### config.mk
export PLATFORM = sky130hd
export DESIGN_NAME = wwvb_pulse_decoder
export DESIGN_NICKNAME = d
export VERILOG_FILES = /design/src/rtl/wwvb_pulse_decoder.sv
export SDC_FILE = /design/constraint.sdc
export NUM_CORES = 1
export LEC_CHECK = 0
export CAP_MARGIN = 20
export CORE_ASPECT_RATIO = 1.2
export CORE_MARGIN = 5
export CORE_UTILIZATION = 35
export CTS_CLUSTER_DIAMETER = 60
export CTS_CLUSTER_SIZE = 12
export DETAILED_ROUTE_END_ITERATION = 16
export PLACE_DENSITY = 0.64
export SETUP_SLACK_MARGIN = 0.05
export SYNTH_ARGS = -nofsm -noshare
export SYNTH_HDL_FRONTEND = slang
export SYNTH_SLANG_ARGS = --single-unit
### constraint.sdc
create_clock -name clk -period 3.85 [get_ports clk]
set_clock_uncertainty 0.2 [all_clocks]
set_input_delay 0.385 -clock clk [delete_from_list [all_inputs] [get_ports clk]]
set_output_delay 0.385 -clock clk [all_outputs]
set_load 0.005 [all_outputs]
### src/rtl/wwvb_pulse_decoder.sv
`default_nettype none
// +--------------------------------------------------------------------------+
// | Module     : wwvb_pulse_decoder                                          |
// | Description: Block-averages carrier magnitude, then times carrier-low    |
// |              pulses with hysteresis and classifies them as WWVB symbols. |
// | Revision   : 1.0 - initial release                                       |
// +--------------------------------------------------------------------------+
module wwvb_pulse_decoder #(
    parameter int unsigned AVG_LOG2   = 4,
    parameter logic [12:0] HI_TH      = 13'd1200,
    parameter logic [12:0] LO_TH      = 13'd600,
    parameter int unsigned T_MIN      = 10,
    parameter int unsigned T_ZERO_MAX = 35,
    parameter int unsigned T_ONE_MAX  = 65,
    parameter int unsigned T_MARK_MAX = 95
) (
    input  logic               clk,
    input  logic               rst,
    input  logic signed [12:0] data_in,
    input  logic               data_strobe,
    output logic        [12:0] avg_mag,
    output logic               avg_valid,
    output logic               carrier_low,
    output logic        [1:0]  sym,
    output logic               sym_valid
);

    localparam int unsigned c_ACC_W = 13 + AVG_LOG2;
    localparam int unsigned c_CNT_W = (AVG_LOG2 > 0) ? AVG_LOG2 : 1;
    localparam logic [c_CNT_W-1:0] c_CNT_LAST = c_CNT_W'((1 << AVG_LOG2) - 1);
    localparam logic [7:0] c_T_MIN      = 8'(T_MIN);
    localparam logic [7:0] c_T_ZERO_MAX = 8'(T_ZERO_MAX);
    localparam logic [7:0] c_T_ONE_MAX  = 8'(T_ONE_MAX);
    localparam logic [7:0] c_T_MARK_MAX = 8'(T_MARK_MAX);

    typedef enum logic [1:0] {
        S_IDLE = 2'd0,
        S_HIGH = 2'd1,
        S_LOW  = 2'd2
    } state_t;

    logic [c_ACC_W-1:0] r_acc;
    logic [c_CNT_W-1:0] r_cnt;
    logic [12:0]        r_avg_mag;
    logic               r_avg_valid;
    state_t             r_state;
    logic [7:0]         r_len;
    logic [1:0]         r_sym;
    logic               r_sym_valid;

    logic [12:0]        w_mag;
    logic [c_ACC_W-1:0] w_sum;
    state_t             w_state_nx;
    logic [7:0]         w_len_nx;
    logic [1:0]         w_sym_nx;
    logic               w_sym_valid_nx;

    // Negating -4096 yields bit pattern 0x1000, which reads as 4096 unsigned.
    assign w_mag = data_in[12] ? 13'(-data_in) : 13'(data_in);
    assign w_sum = r_acc + c_ACC_W'(w_mag);

    always_ff @(posedge clk) begin
        if (rst) begin
            r_acc       <= '0;
            r_cnt       <= '0;
            r_avg_mag   <= '0;
            r_avg_valid <= 1'b0;
        end else begin
            r_avg_valid <= 1'b0;
            if (data_strobe) begin
                if (r_cnt == c_CNT_LAST) begin
                    r_avg_mag   <= w_sum[AVG_LOG2 +: 13];
                    r_avg_valid <= 1'b1;
                    r_acc       <= '0;
                    r_cnt       <= '0;
                end else begin
                    r_acc <= w_sum;
                    r_cnt <= r_cnt + 1'b1;
                end
            end
        end
    end

    always_ff @(posedge clk) begin
        if (rst) begin
            r_state     <= S_IDLE;
            r_len       <= 8'd0;
            r_sym       <= 2'b00;
            r_sym_valid <= 1'b0;
        end else begin
            r_state     <= w_state_nx;
            r_len       <= w_len_nx;
            r_sym       <= w_sym_nx;
            r_sym_valid <= w_sym_valid_nx;
        end
    end

    always_comb begin
        w_state_nx     = r_state;
        w_len_nx       = r_len;
        w_sym_nx       = r_sym;
        w_sym_valid_nx = 1'b0;
        if (r_avg_valid) begin
            case (r_state)
                S_IDLE: begin
                    if (r_avg_mag >= HI_TH) w_state_nx = S_HIGH;
                end
                S_HIGH: begin
                    if (r_avg_mag < LO_TH) begin
                        w_state_nx = S_LOW;
                        w_len_nx   = 8'd1;
                    end
                end
                S_LOW: begin
                    if (r_avg_mag >= HI_TH) begin
                        w_state_nx = S_HIGH;
                        w_len_nx   = 8'd0;
                        if (r_len >= c_T_MIN) begin
                            w_sym_valid_nx = 1'b1;
                            if (r_len <= c_T_ZERO_MAX)     w_sym_nx = 2'b00;
                            else if (r_len <= c_T_ONE_MAX) w_sym_nx = 2'b01;
                            else if (r_len <= c_T_MARK_MAX) w_sym_nx = 2'b10;
                            else                           w_sym_nx = 2'b11;
                        end
                    end else if (r_len == c_T_MARK_MAX) begin
                        // Pulse overran the marker limit: report once, then
                        // require fresh carrier before timing another pulse.
                        w_state_nx     = S_IDLE;
                        w_len_nx       = 8'd0;
                        w_sym_nx       = 2'b11;
                        w_sym_valid_nx = 1'b1;
                    end else begin
                        w_len_nx = r_len + 8'd1;
                    end
                end
                default: begin
                    w_state_nx = S_IDLE;
                    w_len_nx   = 8'd0;
                end
            endcase
        end
    end

    assign avg_mag     = r_avg_mag;
    assign avg_valid   = r_avg_valid;
    assign carrier_low = (r_state == S_LOW);
    assign sym         = r_sym;
    assign sym_valid   = r_sym_valid;

endmodule
`default_nettype wire
==> impl_results.md, run 1 <==
- Syn nets: 412
- Synth top area cells: dfxtp_1 (32%), ha_1 (9.5%), xnor2_1 (5.5%)
- Status: finished clean
- Core area: about 8500 um^2
- Max Cap Violations: 0
- Asr flop ratio synth: 0%
- Routed via count: 2715
- # setup viols final: 0
- Post-synth top area share: 31.7%
- H-tree depth: 2
- Slew @ Worst Pin: 0.782 ns
- HP Class: register to register
- GRT overflow: 0
- Fin cells: 527
- Crit-path max cell delay: roughly 0.44 ns
- Gate Count Post-Synth: 372
- Iter 0 DRT Violations: about 110
- CP Cell Sequence: clkdlybuf4s50_1 > inv_1 > ha_1 > nand3b_1 > or2_2 > o41ai_1 > xnor2_1 > ha_1 > a21oi_1 > o21ai_0 > or3_1 > o21ai_4 > o21ai_0 > a311oi_1
- Combinational power share: 28.2%
- Fmax: 281 MHz
- Critical path's slowest cell: clkdlybuf4s50_1
- Unrepaired setup endpoints after global routing: no
- Synth Flop Type: dfxtp_1
- Vias/cell: just over 5
- Worst-skew pair later-pin latency: about 0.30 ns
- Sequential Area: 961 um^2
- Footprint of the multi-input gates: 1960 um^2
- Worst endpoint data arrival time: roughly 3.6 ns
- CTS sink count: 48
- Slew Limit Fails: 0
- IO Count: 34
- Post-Syn Area: 3030 um^2
- Share of layout cells above drive strength 1: 5.61%
- Clk slew on worst S/H paths: around 0.090 ns
- Required time worst endpoint: 3.86 ns
- Die Y: 112 um
- Power per Cell Area: 329 nW/um^2
- Capture point of the worst reg-to-reg path: avg_mag[10]
- Worst setup EP type: register
- Pint: 816 uW
- Yosys warnings: 0
- # nets final: 449
- Total Routing Usage GR: 13.2%
- Root Buffer: clkbuf_8
- Die area: 10600 um^2
- Dpl cells: between 500 and 600
- Vias in the first global route: 2596
- First-pass DRT Iterations: 4
- Starting Density: 35.6%
- Critical Path Fanout Max: 7
- Commonest cells after routing, fill and taps aside: dfxtp_1 (48), nor2_1 (42), nand2_1 (33), clkdlybuf4s50_1 (33), o21ai_0 (28)
- Cell taking the most area after synthesis: dfxtp_1
- Commonest non-fill, non-tap cell in the layout: dfxtp_1
- Ratio of final minimum period to clock period: roughly 92%
- Rows: 37
- Tmin final: 3.56 ns
- Psw: 374 uW
- Synth unique cells: 55
- DRC viols: 0
- WL per Instance: 13.1 um
- First-pass GRT wire length: 11500 um
- Sw frac: 31.4%
- Pin count of the biggest net entering global routing: 32
- Maximum vdd drop: 0.000161 V
- Post-synth EDFFs: 0
- Post-route ant nets: 0
- CTS tree: yes
- Setup Buffers After CTS: 0
- Pleak: 1.41 nW
- Area growth syn-to-layout: 19.2%
- Startpoint Class: primary input
- Final WL: 6920 um
- Worst r2r src: r_acc[0]
- RD Place Congestion: 0.885
- Antenna cells: 0
- Avg Inst Size Synth: 8.16 um^2
- Num CTS Buffers: 5
- Synth Register Bits: 48
- Max-slew headroom: between 40 and 50%
- Die width: 95.0 um
- WS Path Type: primary input to register
- Reg2Reg Depth: 9
- Buffers on Ports: 33
- Register area share after synthesis: a little under a third
- Filler cell count: 923
- Seq pwr share: a little under half
- Core Util, Final: 42.5%
- CP startpoint: data_in[0]
- R2R setup slack: 1.17 ns
- Worst Setup EP: avg_mag[11]
- Antenna violations before repair: 0
- Clock power share: 26.7%
- Clk buf depth: 2
- Dpl hpwl: 5370 um
- Final Hold Viols: 0
kinds of logic (layout without fill, tap and decap cells):
logic type	count (synthesis)	in the layout	synth area share [%]
muxes	3	3	0.990
buffers and inverters	30	68	4.00
xor gates and xnor gates	24	24	6.93
AOI/OAI and AO/OA	110	110	24.7
adders and majority gates	24	24	10.1
DFF	48	48	31.7
and+or+nand+nor	133	133	21.6
per-stage QoR:
stage	setup WS, ns	setup TNS, ns	power, mW	hold WS (ns)	instance area, um^2
2_1_floorplan	0.754	0	0.797	0.232	3030
3_3_place_gp	0.123	0	0.876	0.244	3520
3_5_place_dp	-0.0394	-0.0394	0.881	0.251	3520
4_1_cts	0.269	0	1.20	0.271	3610
5_1_grt	0.102	0	1.27	0.286	3620
6_report	0.290	0	1.19	0.266	3620
how the worst min path moves through the flow:
| stage | slack (ns) | to | startpoint | depth (start not counted) |
|---|---|---|---|---|
| 2_1_floorplan | 0.23 | r_acc[11] | r_acc[11] | 2 |
| 3_3_place_gp | 0.24 | r_acc[8] | r_acc[8] | 1 |
| 3_5_place_dp | 0.25 | r_acc[8] | r_acc[8] | 1 |
| 4_1_cts | 0.27 | r_acc[8] | r_acc[8] | 1 |
| 5_1_grt | 0.29 | sym[0] | sym[0] | 2 |
| 6_report | 0.27 | r_acc[8] | r_acc[8] | 1 |
timing repair:
action                                  CTS  global route
gates resized for setup                   0             1
endpoints found under the hold margin     0             0
endpoints found under the setup margin    0             3
hold buffers                              0             0
layout make-up:
type                            instances  share of cell area [%]
Multi-Input combinational cell        294                    54.1
Sequential cell                        48                    26.6
Timing Repair Buffer                   40                    10.6
Tap cell                              117                    4.05
Clock buffer                            7                    2.39
Inverter                               20                    2.08
Clock inverter                          1                   0.208
power by group through the flow:
stage          combinational [mW]  clock, mW  sequential [mW]
2_1_floorplan               0.253          0            0.543
3_3_place_gp                0.329          0            0.547
3_5_place_dp                0.333          0            0.548
4_1_cts                     0.334      0.330            0.537
5_1_grt                     0.376      0.350            0.540
6_report                    0.335      0.317            0.537
registers in the layout (all words and copies together), names as in the netlist:
name	count
r_state	2
r_len	8
r_acc	17
sym	2
avg_mag	13
r_cnt	4
sym_valid	1
avg_valid	1
critical path: cells and delay by family:
family	cells	cell delay, ns
XOR/XNOR	1	0.17
AO/OA/AOI/OAI	6	1.24
AND/OR/NAND/NOR	3	0.77
adder cells (fa/ha/maj)	2	0.48
buffers and inverters	2	0.53
cells in the mapped netlist (8+ instances only):
cell,count
nor2_1,42
o21ai_0,28
ha_1,23
nand2_1,33
xnor2_1,19
nand3b_1,8
a21oi_1,20
dfxtp_1,48
a21o_1,9
inv_1,20
layer usage:
layer	global-route usage [%]	vias to the layer above	part of all wire, %
met2	23.1	42	49
met4	4.33	0	1.6
met5	0	-	0
li1	-	1409	-
met1	16.2	1257	46
met3	2.30	7	3.2
Power figures use the tool's default switching activity.
==> run 2, diff against run 1 <==
--- a/config.mk
+++ b/config.mk
@@ -8,2 +8,4 @@
 export CAP_MARGIN = 20
+export CELL_PAD_IN_SITES_DETAIL_PLACEMENT = 0
+export CELL_PAD_IN_SITES_GLOBAL_PLACEMENT = 1
 export CORE_ASPECT_RATIO = 1.2
@@ -14,3 +16,3 @@
 export DETAILED_ROUTE_END_ITERATION = 16
-export PLACE_DENSITY = 0.64
+export PLACE_DENSITY = 0.78
 export SETUP_SLACK_MARGIN = 0.05
--- a/constraint.sdc
+++ b/constraint.sdc
@@ -4,2 +4,2 @@
 set_output_delay 0.385 -clock clk [all_outputs]
-set_load 0.005 [all_outputs]
+set_load 0.01 [all_outputs]
==> impl_results.md, run 2 (synthesis results as in run 1) <==
- Buffers on Ports: 33 (unchanged)
- # setup viols final: 0 (unchanged)
- CP Cell Sequence: clkdlybuf4s50_1 > nor3_1 > nand3_1 > or3_1 > o31ai_1 > xnor2_1 > ha_1 > a21oi_1 > o21ai_0 > nor2_1 > o21a_1 > or3_1 > a311oi_1
- Slew Limit Fails: 0 (unchanged)
- GRT overflow: 0 (unchanged)
- Cts repair resizes: 0 (unchanged)
- Max FFs per register: 17 (unchanged)
- Startpoint Class: primary input
- Dpl hpwl: 5450 um (+1.5%)
- Hold endpoint: avg_mag[1]
- H-tree depth: 2 (unchanged)
- Slew @ Worst Pin: 0.758 ns (-0.0240 ns)
- Most frequent CP cell: or3_1
- IO Count: 34 (unchanged)
- Required time worst endpoint: 3.87 ns (about the same)
- Hold_ws: 0.261 ns (-0.00513 ns)
- RD Place Congestion: 0.923 (+4.3%)
- Final Hold Viols: 0 (unchanged)
- Max-slew headroom: 49.4% (+1.6 points)
- Total negative slack: 0 ns (unchanged)
- Worst r2r src: r_acc[0]
- HP Class: register to register
- Clk slew on worst S/H paths: 0.09 ns (about the same)
- WS Path Type: primary input to register
- DRC viols: 0 (unchanged)
- CTS tree: yes
- Max Cap Violations: 0 (unchanged)
- Area growth syn-to-layout: 20.1%
- Die width: 95.0 um (unchanged)
- Commonest non-fill, non-tap cell in the layout: dfxtp_1
- Share of layout cells above drive strength 1: 6.08% (+0.47 points)
- Crit-path max cell delay: 0.42 ns (-0.02 ns)
- Die Y: 112 um (unchanged)
- Ratio of final minimum period to clock period: 89.0% (-3.5 points)
- Final WS setup: 0.423 ns (+0.133 ns)
- Clk buf depth: 2 (unchanged)
- Post-route ant nets: 0 (unchanged)
- Pleak: 1.43 nW (+1.2%)
- Maximum vdd drop: 0.000158 V (-2.4%)
- Status: finished clean
- Rows: 37 (unchanged)
- Routed via count: 2721 (+0.22%)
- Num CTS Buffers: 5 (unchanged)
- Most flop-heavy register: r_acc
- CTS sink count: 48 (unchanged)
- WP depth: 13 (-1)
- Capture point of the worst reg-to-reg path: avg_mag[12]
- Post-Place Worst Slack: 0.0143 ns (+0.0537 ns)
- Worst setup EP type: register
- Power per Cell Area: 341 nW/um^2 (+3.7%)
- Worst endpoint data arrival time: 3.45 ns (-0.12 ns)
- First-pass GRT wire length: 11700 um (+1.9%)
- Die area: 10600 um^2 (unchanged)
- Critical Path Fanout Max: 6 (-1)
- Core area: 8520 um^2 (unchanged)
- Source of the worst hold timing path: avg_mag[1]
- Worst-skew pair later-pin latency: 0.31 ns (about the same)
- Antenna violations before repair: 0 (unchanged)
- R2R setup slack: 1.20 ns (+0.03 ns)
- Unrepaired setup endpoints after global routing: no
- First-pass DRT Iterations: 4 (unchanged)
- Vias in the first global route: 2586 (-0.39%)
- Total Routing Usage GR: 13.6% (+0.36 points)
- Pin count of the biggest net entering global routing: 33 (+3.1%)
- Fmax: 292 MHz (+3.9%)
- WL per Instance: 13.0 um (-1.4%)
- Hold-fix buffers, CTS: 0 (unchanged)
- Root Buffer: clkbuf_8
- Total power draw: 1.24 mW (+4.5%)
- Hold Crit Depth: 2 (+1)
- Critical path's slowest cell: clkdlybuf4s50_1
- Starting Density: 35.6% (unchanged)
- # nets final: 450 (+0.22%)
- Top delay family on crit path: simple AND/OR/NAND/NOR gates
- Vias/cell: 5.15 (about the same)
- Setup Buffers After CTS: 0 (unchanged)
- Final WL: 6840 um (-1.2%)
- Antenna cells: 0 (unchanged)
- Tmin final: 3.43 ns (-0.133 ns)
- Reg2Reg Depth: 9 (unchanged)
- Buffers & Inverters on Critical Path: 1 (-1)
- Iter 0 DRT Violations: 124 (+9.7%)
- Commonest cells after routing, fill and taps aside: dfxtp_1 (48), nor2_1 (42), nand2_1 (33), clkdlybuf4s50_1 (33), o21ai_0 (28)
run 2: cell count changes in the layout (fill, tap and decap cells not counted), sizes merged:
cell / before / now
bufinv: 0 / 1
buf: 7 / 8
clkbuf: 7 / 5
clkinv: 0 / 1
run 2: worst max path at each step:
stage	endpoint	startpoint	slack, ns
final	avg_mag[12]	data_in[2]	0.42
after global routing	avg_mag[12]	data_in[2]	0.07
after CTS	avg_mag[11]	data_in[2]	0.34
after detailed placement	avg_mag[11]	data_in[2]	0.01
after global placement	avg_mag[11]	data_in[2]	0.12
after floorplan	avg_mag[11]	data_in[2]	0.75
run 2: cell type report:
| cell class | count | area (um^2) |
|---|---|---|
| inverter | 20 | 75.1 |
| fill | 891 | 4870 |
| tap | 117 | 146 |
| timing repair buffer | 41 | 390 |
| clock buffer | 5 | 68.8 |
| clock inverter | 3 | 42.5 |
| multi-input combinational | 294 | 1960 |
| sequential | 48 | 961 |
run 2: power breakdown:
part	total (mW)	leakage (nW)	internal, mW	switching [mW]
clock network	0.372	0.0541	0.192	0.180
registers	0.536	0.389	0.521	0.0156
logic	0.335	0.982	0.150	0.185
total	1.24	1.43	0.863	0.381
run 2: through the flow:
| stage | util [%] | std cells | instance area (um^2) |
|---|---|---|---|
| 2_1_floorplan | - | 372 | 3030 |
| 3_3_place_gp | 41.4 | 520 | 3520 |
| 3_5_place_dp | 41.4 | 520 | 3520 |
| 4_1_cts | 42.7 | 528 | 3640 |
| 5_1_grt | 42.8 | 528 | 3640 |
| 6_report | 42.8 | 528 | 3640 |
run 2: layer usage:
layer | wire [um] | vias to the layer above | share of wire, % | global-route usage (%)
met1 | 3050 | 1245 | 45 | 17.1
li1 | - | 1416 | - | -
met5 | 0 | - | 0 | 0
met4 | 119 | 0 | 1.7 | 5.20
met3 | 236 | 8 | 3.4 | 1.89
met2 | 3440 | 52 | 50 | 23.2
run 2: worst min-delay path, delay by kind of cell, from the launching register on:
| family | cells | cell delay (ns) |
|---|---|---|
| DFF | 1 | 0.32 |
| and+or+nand+nor | 1 | 0.05 |
| AOI/OAI and AO/OA | 1 | 0.05 |
==> run 3, diff against run 2 <==
ABC_AREA = 1   (was not set)
PLACE_DENSITY = 0.81   (was 0.78)
==> impl_results.md, run 3 <==
- CTS tree: yes
- Status: finished clean
- Worst r2r src: r_acc[0]
- Critical Path Fanout Max: 5 (-1)
- Area growth syn-to-layout: 16.8%
- Iter 0 DRT Violations: 183 (+48%)
- Cts repair resizes: 0 (unchanged)
- Hold endpoint: r_acc[3]
- Clk slew on worst S/H paths: 0.06 ns (-0.03 ns)
- Max Cap Violations: 0 (unchanged)
- Slew @ Worst Pin: 0.663 ns (-0.0953 ns)
- Ratio of final minimum period to clock period: 78.2% (-11 points)
- Clk buf depth: 2 (unchanged)
- Pin count of the biggest net entering global routing: 20 (-39%)
- Worst setup EP type: register
- Synth top area cells: dfxtp_1 (27%), nand2_1 (19%), ha_1 (8.2%)
- Share of layout cells above drive strength 1: 6.61% (+0.53 points)
- Worst endpoint data arrival time: 2.96 ns (-0.49 ns)
- Post-synth top area share: 27.4% (-4.3 points)
- H-tree depth: 2 (unchanged)
- Fmax: 332 MHz (+14%)
- IO Count: 34 (unchanged)
- First-pass DRT Iterations: 4 (unchanged)
- Root Buffer: clkbuf_16
- Vias/cell: 4.76 (-7.6%)
- Rows: 40 (+8.1%)
- Tmin final: 3.01 ns (-0.417 ns)
- Avg Inst Size Synth: 6.28 um^2 (-23%)
- Most frequent CP cell: nand2_1
- Syn nets: 599 (+45%)
- Cell taking the most area after synthesis: dfxtp_1
- Starting Density: 35.4% (-0.19 points)
- Most frequent cell after synthesis: nand2_1
- Antenna violations before repair: 0 (unchanged)
- Num CTS Buffers: 5 (unchanged)
- DRC viols: 0 (unchanged)
- Buffers on Ports: 33 (unchanged)
- GRT overflow: 0 (unchanged)
- Hold Crit Depth: 2 (unchanged)
- Unrepaired setup endpoints after global routing: no
- Startpoint Class: primary input
- Required time worst endpoint: 3.80 ns (-0.07 ns)
- Dpl hpwl: 6940 um (+27%)
- Max FFs per register: 17 (unchanged)
- Asr flop ratio synth: 0% (unchanged)
- Antenna cells: 0 (unchanged)
- Power per Cell Area: 329 nW/um^2 (-3.6%)
- Hold-fix buffers, CTS: 0 (unchanged)
- CTS sink count: 48 (unchanged)
- Total negative slack: 0 ns (unchanged)
- R2R setup slack: 1.73 ns (+0.53 ns)
- Pleak: 1.94 nW (+36%)
- Commonest cells in the netlist: nand2_1 (182), inv_1 (71), nor2_1 (52), dfxtp_1 (48), nand3_1 (42)
- Vias in the first global route: 3333 (+29%)
- Total Routing Usage GR: 15.6% (+2.0 points)
- Setup Buffers After CTS: 0 (unchanged)
- RD Place Congestion: 0.915 (-0.91%)
- Slew Limit Fails: 0 (unchanged)
- Synth unique cells: 41 (-25%)
- Most flop-heavy register: r_acc
- # setup viols final: 0 (unchanged)
- # nets final: 629 (+40%)
- Gate Count Post-Synth: 559 (+50%)
- Max-slew headroom: 55.7% (+6.2 points)
- Post-route ant nets: 0 (unchanged)
- Final WL: 8830 um (+29%)
- Yosys warnings: 0 (unchanged)
- Routed via count: 3408 (+25%)
- Worst-skew pair later-pin latency: 0.30 ns (about the same)
- Register area share after synthesis: 27.4% (-4.3 points)
- Synth Register Bits: 48 (unchanged)
- First-pass GRT wire length: 15400 um (+32%)
- Maximum vdd drop: 0.000162 V (+2.6%)
- WS Path Type: primary input to register
- Total power draw: 1.35 mW (+8.5%)
- Core area: 9910 um^2 (+16%)
- Reg2Reg Depth: 14 (+5)
- Crit-path max cell delay: 0.42 ns (about the same)
- Source of the worst hold timing path: r_acc[3]
- Critical path's slowest cell: clkdlybuf4s50_1
- Post-Syn Area: 3510 um^2 (+16%)
- Die area: 12100 um^2 (+14%)
- Commonest non-fill, non-tap cell in the layout: nand2_1
- Commonest cells after routing, fill and taps aside: nand2_1 (182), inv_1 (71), nor2_1 (52)
- WL per Instance: 12.3 um (-4.8%)
- CP Cell Sequence: clkdlybuf4s50_1 > inv_1 > ha_1 > nand2_1 > nor2_1 > nand2_1 > nor2_1 > nand2_1 > nand2_1 > nand2_1 > xor2_1 > ha_1 > nand2_1 > inv_1 > nand2_1 > nand2_1 > a21oi_1 > nand3b_1 > nand3_1 > a21oi_1
- Post-synth EDFFs: 0 (unchanged)
- Capture point of the worst reg-to-reg path: r_acc[16]
- Die width: 101 um (+6.8%)
- Final Hold Viols: 0 (unchanged)
- Synth Flop Type: dfxtp_1
- HP Class: register to register
- Die Y: 120 um (+6.9%)
[run 3: changes by cell type in the layout (fill, tap and decap cells not counted), sizes merged, moves of 8 or more]
cell	change
a21o	-8
inv	+59
xnor2	-13
nand3	+38
nor2	+16
o21ai	-14
a21oi	+17
nand2	+157
[run 3: area by class of cell]
cell class | instances | area (um^2)
clock buffer | 6 | 129
clock inverter | 2 | 35.0
fill | 1088 | 5810
inverter | 79 | 297
multi-input combinational | 421 | 2180
sequential | 48 | 961
tap | 126 | 158
timing repair buffer | 34 | 338
[run 3: logic make-up (layout without fill, tap and decap cells)]
group / Yosys count / in the layout / synth area share (%)
simple gates: 321 / 321 / 40.4
buf+inv: 90 / 121 / 10.4
compound gates: 63 / 63 / 9.77
flops: 48 / 48 / 27.4
fa+ha+maj: 24 / 24 / 8.77
xor+xnor: 13 / 13 / 3.24
[run 3: per-stage QoR]
| step | std cells | worst slack [ns] | hold slack [ns] | instance area, um^2 | util (%) |
|---|---|---|---|---|---|
| final | 716 | 0.841 | 0.272 | 4100 | 41.4 |
| after global routing | 716 | 0.485 | 0.293 | 4100 | 41.4 |
| after CTS | 716 | 0.843 | 0.275 | 4100 | 41.4 |
| after detailed placement | 708 | 0.547 | 0.264 | 3940 | 39.7 |
| after global placement | 708 | 0.615 | 0.257 | 3940 | 39.7 |
| after floorplan | 559 | 1.28 | 0.247 | 3510 | - |
[run 3: where the power goes]
| part | internal, mW | switching (mW) |
|---|---|---|
| clock | 0.306 | 0.199 |
| sequential | 0.517 | 0.0124 |
| combinational | 0.119 | 0.195 |
| total | 0.943 | 0.407 |
[run 3: per-layer routing]
layer	global-route usage, %	up-vias	share of wire, %
li1	-	1822	-
met1	19.1	1506	45
met2	26.9	61	49
met3	1.80	19	3.0
met4	6.90	0	3.1
met5	0	-	0
[run 3: critical path, delay by kind of cell]
family / cells / cell delay [ns]
xor gates and xnor gates: 1 / 0.14
AOI/OAI and AO/OA: 2 / 0.25
adders and majority gates: 2 / 0.50
buffers and inverters: 3 / 0.57
and+or+nand+nor: 12 / 1.13
[run 3: how the worst max path moves through the flow]
stage / endpoint / from / depth (start not counted) / slack (ns)
2_1_floorplan: r_acc[15] / data_in[1] / 19 / 1.28
3_3_place_gp: r_acc[15] / data_in[0] / 20 / 0.62
3_5_place_dp: r_acc[15] / data_in[0] / 20 / 0.55
4_1_cts: r_acc[15] / data_in[0] / 20 / 0.84
5_1_grt: r_acc[15] / data_in[0] / 21 / 0.48
6_report: r_acc[15] / data_in[0] / 20 / 0.84
